**config.mk**
```make
export PLATFORM = sky130hd
export DESIGN_NAME = fetch_stall_ctrl_flat
export DESIGN_NICKNAME = d
export VERILOG_FILES = /design/src/rtl/fetch_stall_ctrl_if.sv /design/src/rtl/fetch_stall_ctrl.sv /design/src/flat_wrapper.sv
export SDC_FILE = /design/constraint.sdc
export NUM_CORES = 1
export LEC_CHECK = 0
export CORE_MARGIN = 2
export CORE_UTILIZATION = 37
export CTS_CLUSTER_DIAMETER = 200
export CTS_CLUSTER_SIZE = 8
export DETAILED_ROUTE_END_ITERATION = 10
export PLACE_DENSITY_LB_ADDON = 0.12
export SKIP_CTS_REPAIR_TIMING = 1
export SYNTH_ARGS = -nofsm -noshare
export SYNTH_HDL_FRONTEND = slang
export SYNTH_SLANG_ARGS = --single-unit
```
**constraint.sdc**
```tcl
create_clock -name clk -period 2.72 [get_ports clk]
set_input_delay 0.408 -clock clk [delete_from_list [all_inputs] [get_ports clk]]
set_output_delay 0.408 -clock clk [all_outputs]
set_load 0.005 [all_outputs]
```
**src/rtl/fetch_stall_ctrl_if.sv**
```systemverilog
// Fetch-stage bundle between the fetch controller, instruction memory,
// hazard detection and decode. master = the controller, slave = its environment.
interface fetch_stall_ctrl_if;
  logic        stall;
  logic        branch_taken;
  logic [15:0] branch_target;
  logic [15:0] imem_instr;
  logic [15:0] pc;
  logic [15:0] if_id_instr;
  logic [15:0] if_id_pc_plus2;
  logic        if_id_valid;
  logic        id_ex_bubble;
  logic        halted;
  logic [15:0] stall_count;
  logic [15:0] flush_count;

  modport master (
    input  stall, branch_taken, branch_target, imem_instr,
    output pc, if_id_instr, if_id_pc_plus2, if_id_valid,
           id_ex_bubble, halted, stall_count, flush_count
  );

  modport slave (
    output stall, branch_taken, branch_target, imem_instr,
    input  pc, if_id_instr, if_id_pc_plus2, if_id_valid,
           id_ex_bubble, halted, stall_count, flush_count
  );
endinterface

```
**src/rtl/fetch_stall_ctrl.sv**
```systemverilog
// Front-end fetch controller: owns PC and IF/ID, handles stall, redirect and HLT drain.
// Optional macro STALL_CNT_EN adds saturating stall/redirect performance counters.
module fetch_stall_ctrl #(
  parameter logic [15:0] RESET_PC     = 16'h0000,
  parameter int unsigned DRAIN_CYCLES = 4
) (
  input logic               clk,
  input logic               rst_n,
  fetch_stall_ctrl_if.master bus
);

  localparam logic [3:0]  DRAIN_INIT = 4'(DRAIN_CYCLES);
  localparam logic [15:0] NOP        = 16'h0000;

  typedef enum logic [1:0] {
    ST_RUN,
    ST_DRAIN,
    ST_HALTED
  } state_t;

  state_t      state;
  logic [3:0]  drain_cnt;
  logic [15:0] pc_plus2;
  logic        is_hlt;
  logic        redirect_accept;

  assign pc_plus2        = bus.pc + 16'd2;
  assign is_hlt          = (bus.imem_instr[15:12] == 4'b1111);
  assign redirect_accept = (state == ST_RUN) && !bus.stall && bus.branch_taken;

  // The only combinational output: hazard bubble must reach ID/EX this cycle.
  assign bus.id_ex_bubble = bus.stall && (state != ST_HALTED);

  // NOTE: all state below uses non-blocking assignments so every register
  // samples pre-edge values; reset is synchronous, so it lives inside the
  // clocked block rather than in the sensitivity list.
  always_ff @(posedge clk) begin
    if (!rst_n) begin
      state              <= ST_RUN;
      drain_cnt          <= 4'd0;
      bus.pc             <= RESET_PC;
      bus.if_id_instr    <= NOP;
      bus.if_id_pc_plus2 <= 16'h0000;
      bus.if_id_valid    <= 1'b0;
      bus.halted         <= 1'b0;
    end else begin
      case (state)
        ST_RUN: begin
          if (bus.stall) begin
            // Front end frozen; an unresolved branch cannot redirect yet.
          end else if (bus.branch_taken) begin
            bus.pc             <= bus.branch_target;
            bus.if_id_instr    <= NOP;
            bus.if_id_pc_plus2 <= 16'h0000;
            bus.if_id_valid    <= 1'b0;
          end else if (is_hlt) begin
            bus.if_id_instr    <= bus.imem_instr;
            bus.if_id_pc_plus2 <= pc_plus2;
            bus.if_id_valid    <= 1'b1;
            drain_cnt          <= DRAIN_INIT;
            state              <= ST_DRAIN;
          end else begin
            bus.if_id_instr    <= bus.imem_instr;
            bus.if_id_pc_plus2 <= pc_plus2;
            bus.if_id_valid    <= 1'b1;
            bus.pc             <= pc_plus2;
          end
        end

        ST_DRAIN: begin
          if (!bus.stall) begin
            bus.if_id_instr    <= NOP;
            bus.if_id_pc_plus2 <= 16'h0000;
            bus.if_id_valid    <= 1'b0;
            // Reaching zero on this edge is what raises halted.
            if (drain_cnt <= 4'd1) begin
              drain_cnt  <= 4'd0;
              bus.halted <= 1'b1;
              state      <= ST_HALTED;
            end else begin
              drain_cnt <= drain_cnt - 4'd1;
            end
          end
        end

        ST_HALTED: begin
          bus.halted <= 1'b1;
        end

        default: state <= ST_RUN;
      endcase
    end
  end

`ifdef STALL_CNT_EN
  always_ff @(posedge clk) begin
    if (!rst_n) begin
      bus.stall_count <= 16'h0000;
      bus.flush_count <= 16'h0000;
    end else begin
      if (bus.id_ex_bubble && (bus.stall_count != 16'hFFFF))
        bus.stall_count <= bus.stall_count + 16'd1;
      if (redirect_accept && (bus.flush_count != 16'hFFFF))
        bus.flush_count <= bus.flush_count + 16'd1;
    end
  end
`else
  assign bus.stall_count = 16'h0000;
  assign bus.flush_count = 16'h0000;

  logic unused_redirect;
  assign unused_redirect = redirect_accept;
`endif

endmodule

```
**src/flat_wrapper.sv**
```systemverilog
// flat-port wrapper written by rule: the top's interface ports become plain ports
module fetch_stall_ctrl_flat 
#(
  parameter logic [15:0] RESET_PC     = 16'h0000,
  parameter int unsigned DRAIN_CYCLES = 4
)
  (clk, rst_n, bus_stall, bus_branch_taken, bus_branch_target, bus_imem_instr, bus_pc, bus_if_id_instr, bus_if_id_pc_plus2, bus_if_id_valid, bus_id_ex_bubble, bus_halted, bus_stall_count, bus_flush_count);
  fetch_stall_ctrl_if bus_i ();
  input logic clk;
  input logic rst_n;
  input wire logic [$bits(bus_i.stall)-1:0] bus_stall;
  input wire logic [$bits(bus_i.branch_taken)-1:0] bus_branch_taken;
  input wire logic [$bits(bus_i.branch_target)-1:0] bus_branch_target;
  input wire logic [$bits(bus_i.imem_instr)-1:0] bus_imem_instr;
  output wire logic [$bits(bus_i.pc)-1:0] bus_pc;
  output wire logic [$bits(bus_i.if_id_instr)-1:0] bus_if_id_instr;
  output wire logic [$bits(bus_i.if_id_pc_plus2)-1:0] bus_if_id_pc_plus2;
  output wire logic [$bits(bus_i.if_id_valid)-1:0] bus_if_id_valid;
  output wire logic [$bits(bus_i.id_ex_bubble)-1:0] bus_id_ex_bubble;
  output wire logic [$bits(bus_i.halted)-1:0] bus_halted;
  output wire logic [$bits(bus_i.stall_count)-1:0] bus_stall_count;
  output wire logic [$bits(bus_i.flush_count)-1:0] bus_flush_count;
  assign bus_i.stall = bus_stall;
  assign bus_i.branch_taken = bus_branch_taken;
  assign bus_i.branch_target = bus_branch_target;
  assign bus_i.imem_instr = bus_imem_instr;
  assign bus_pc = bus_i.pc;
  assign bus_if_id_instr = bus_i.if_id_instr;
  assign bus_if_id_pc_plus2 = bus_i.if_id_pc_plus2;
  assign bus_if_id_valid = bus_i.if_id_valid;
  assign bus_id_ex_bubble = bus_i.id_ex_bubble;
  assign bus_halted = bus_i.halted;
  assign bus_stall_count = bus_i.stall_count;
  assign bus_flush_count = bus_i.flush_count;
  fetch_stall_ctrl #(.RESET_PC(RESET_PC), .DRAIN_CYCLES(DRAIN_CYCLES)) u_core (.clk(clk), .rst_n(rst_n), .bus(bus_i));
endmodule
```
==> impl_metrics.env <==
export IMPL_status="complete, no violations"
export IMPL_yosys_warnings=0
export IMPL_instances_no_fill=532
export IMPL_yosysMostFrequentCell="dfxtp_1"
export IMPL_ant_nets=0
export IMPL_syn2layout_area_growth_pct=33.51
export IMPL_p_leak_nw=1.384
export IMPL_dp_hpwl_um=5354
export IMPL_cts_root_buf="clkbuf_8"
export IMPL_finalWorstSetupSlack_ns=0.5364
export IMPL_slew_viol_final=0
export IMPL_worstSkewPairLatency_ns=0.31
export IMPL_overflow=0
export IMPL_synthArstFlopShare_pct=0
export IMPL_rsz0062_at_grt="false"
export IMPL_fmax_mhz=458.0
export IMPL_coreArea_um2=7647
export IMPL_cts_sinks=56
export IMPL_synth_edff_count=0
export IMPL_ys_ff_latch=56
export IMPL_drtIter0Drc=111
export IMPL_place_ws_ns=0.3016
export IMPL_grt_max_degree=29
export IMPL_dpl_cell_count=524
export IMPL_clkPwrFrac_pct=32.6
export IMPL_skew_ns=0.006785
export IMPL_vdd_ir_drop_max_v=0.0002040
export IMPL_synth_ff_type="dfxtp_1"
export IMPL_synth_cells=354
export IMPL_htreeDepth=2
export IMPL_dieArea_um2=8524
export IMPL_maxCapViolations=0
export IMPL_fin_tns_setup_ns=0
export IMPL_synth_top_area_cell="dfxtp_1"
export IMPL_via_per_inst=5.120
export IMPL_die_height_um=92.33
export IMPL_start_util_pct=37.75
export IMPL_min_period_over_period_pct=80.28
export IMPL_synth_distinct_cells=56
export IMPL_synth_top_cell_area_share_pct=38.84
export IMPL_cp_startpoint="u_core.bus.pc[2]$_SDFFE_PN0P_"
export IMPL_clk_path_buf_depth=2
export IMPL_seq_area_frac_synth_pct=38.84
export IMPL_r2r_slack_ns=0.54
export IMPL_first_global_vias=2397
export IMPL_n_fill_cell=753
export IMPL_antenna_found_initial=0
export IMPL_clk_pin_slew_ns=0.10
export IMPL_grt_pass1_wl_um=12340
export IMPL_combPwrFrac_pct=16.0
export IMPL_place_gp_congestion=0.8179
export IMPL_numCtsBuffers=5
export IMPL_layout_nets=468
export IMPL_p_switching_mw=0.4489
export IMPL_seqCellArea_um2=1121
export IMPL_seq_power_share_pct=51.4
export IMPL_synthTopCellsByArea="dfxtp_1 39%, buf_4 8.3%, a22oi_1 6.5%"
export IMPL_critPathArrivalTime_ns=2.43
export IMPL_n_antenna_cell=0
export IMPL_drc_errors=0
export IMPL_swShare_pct=26.13
export IMPL_power_density_nw_per_um2=445.8
export IMPL_fin_util_pct=50.39
export IMPL_end_kind="register"
export IMPL_critPathKind="register to register"
export IMPL_first_pass_iters=4
export IMPL_regToRegStartpoint="u_core.bus.pc[2]$_SDFFE_PN0P_"
export IMPL_fin_crit_ns=2.184
export IMPL_worstMarginPinSlew_ns=0.6762
export IMPL_drive_gt1_share_pct=6.279
export IMPL_crit_fanout=7
export IMPL_syn_area_per_cell_um2=8.154
export IMPL_grt_use_total_pct=17.93
export IMPL_synthTopCellsByCount="56 x dfxtp_1, 37 x nor2_1, 32 x buf_4"
export IMPL_slew_headroom_pct=54.50
export IMPL_intPower_mw=1.269
export IMPL_rows=32
export IMPL_multi_input_area_um2=1519
export IMPL_finalHoldViolations=0
export IMPL_numPortBuffers=86
export IMPL_wl_per_cell_um=14.32
export IMPL_hold_path_class="register to register"
export IMPL_reg2reg_depth=5
export IMPL_num_io_pins=119
export IMPL_start_kind="register"
export IMPL_syn_area_um2=2887
export IMPL_die_x_um=92.33
export IMPL_num_vias=2724
export IMPL_endpoint="u_core.bus.pc[13]$_SDFFE_PN0P_"
export IMPL_cts_tree="done"
export IMPL_required_ns=2.96
export IMPL_power_total_mw=1.718
export IMPL_wirelength_um=7619
export IMPL_reg2reg_to="u_core.bus.pc[13]$_SDFFE_PN0P_"
export IMPL_setup_viol=0
==> layout by cell type, fill, tap and decap left out, types with 3 or more instances in the layout <==
master	instances
clkbuf_8	5
inv_1	6
a31oi_1	5
o22ai_1	3
a211oi_1	3
buf_4	9
nor2_1	37
o41ai_1	3
clkdlybuf4s50_1	86
o21ai_0	18
and3_1	3
dfxtp_1	56
nand2b_1	3
o31ai_1	3
ha_1	3
nand3_1	18
o21ai_1	3
a22oi_1	25
xor2_1	3
a21oi_1	17
nor4_1	3
o21a_1	6
nor3_1	5
xnor2_1	6
conb_1	32
nand2_1	28
nand4_1	5
==> through the flow <==
step,hold WS (ns),cell area (um2)
floorplan,0.4483,3003
global placement,0.4419,3742
detailed placement,0.4511,3742
CTS,0.4658,3854
global route,0.4876,3854
finish,0.4593,3854
==> cell families (layout without fill, tap and decap cells) <==
kind of cell / Yosys count / in the layout / synth area share, %
AND/OR/NAND/NOR: 118 / 118 / 20.63
buffers and inverters: 66 / 111 / 12.87
multiplexers: 1 / 1 / 0.3468
XOR/XNOR: 9 / 9 / 2.731
adder cells (fa/ha/maj): 3 / 3 / 1.301
AO/OA/AOI/OAI: 100 / 100 / 23.15
other: 1 / 32 / 0.1299
flip-flops: 56 / 56 / 38.84
==> worst max-delay path: stages, from the launching register on <==
cell	delay, ns
dfxtp_1	0.47
ha_1	0.36
nand3_4	0.16
or4_4	0.57
or4_1	0.40
a31oi_1	0.16
==> power groups by stage <==
stage          Clock [mW]  Sequential, mW  Combinational, mW
4_1_cts             0.575           0.883              0.277
5_1_grt             0.606           0.888              0.303
3_5_place_dp            0           0.901              0.276
6_report            0.560           0.883              0.275
3_3_place_gp            0           0.901              0.273
2_1_floorplan           0           0.893              0.164
==> registers in the layout (all words and copies together) (netlist names) <==
| signal | count |
|---|---|
| u_core.bus.halted | 1 |
| u_core.bus.if_id_instr | 16 |
| u_core.bus.if_id_pc_plus2 | 16 |
| u_core.bus.if_id_valid | 1 |
| u_core.bus.pc | 16 |
| u_core.drain_cnt | 4 |
| u_core.state | 2 |
==> worst min path at each step <==
stage	startpoint	end	slack (ns)	cells past startpoint
global placement	u_core.bus.if_id_pc_plus2[7]$_SDFFE_PN0P_	u_core.bus.if_id_pc_plus2[7]$_SDFFE_PN0P_	0.44	2
global route	u_core.bus.if_id_pc_plus2[7]$_SDFFE_PN0P_	u_core.bus.if_id_pc_plus2[7]$_SDFFE_PN0P_	0.49	2
finish	u_core.bus.if_id_pc_plus2[6]$_SDFFE_PN0P_	u_core.bus.if_id_pc_plus2[6]$_SDFFE_PN0P_	0.46	2
detailed placement	u_core.bus.if_id_pc_plus2[7]$_SDFFE_PN0P_	u_core.bus.if_id_pc_plus2[7]$_SDFFE_PN0P_	0.45	2
CTS	u_core.bus.if_id_pc_plus2[7]$_SDFFE_PN0P_	u_core.bus.if_id_pc_plus2[7]$_SDFFE_PN0P_	0.47	2
floorplan	u_core.bus.if_id_pc_plus2[6]$_SDFFE_PN0P_	u_core.bus.if_id_pc_plus2[6]$_SDFFE_PN0P_	0.45	2
==> metal layers <==
metal / track usage (%) / up-vias / wire, um
li1: - / 1349 / -
met1: 25.46 / 1273 / 3610
met2: 26.76 / 95 / 3370
met3: 5.452 / 7 / 576
met4: 3.980 / 0 / 61
met5: 0 / - / 0
==> final cells by class <==
cell class | count | area share [%]
Clock buffer | 5 | 1.786
Clock inverter | 3 | 1.104
Inverter | 7 | 0.6818
Multi-Input combinational cell | 263 | 39.42
Sequential cell | 56 | 29.09
Tap cell | 102 | 3.312
Timing Repair Buffer | 96 | 24.61
Power figures use the tool's default switching activity.
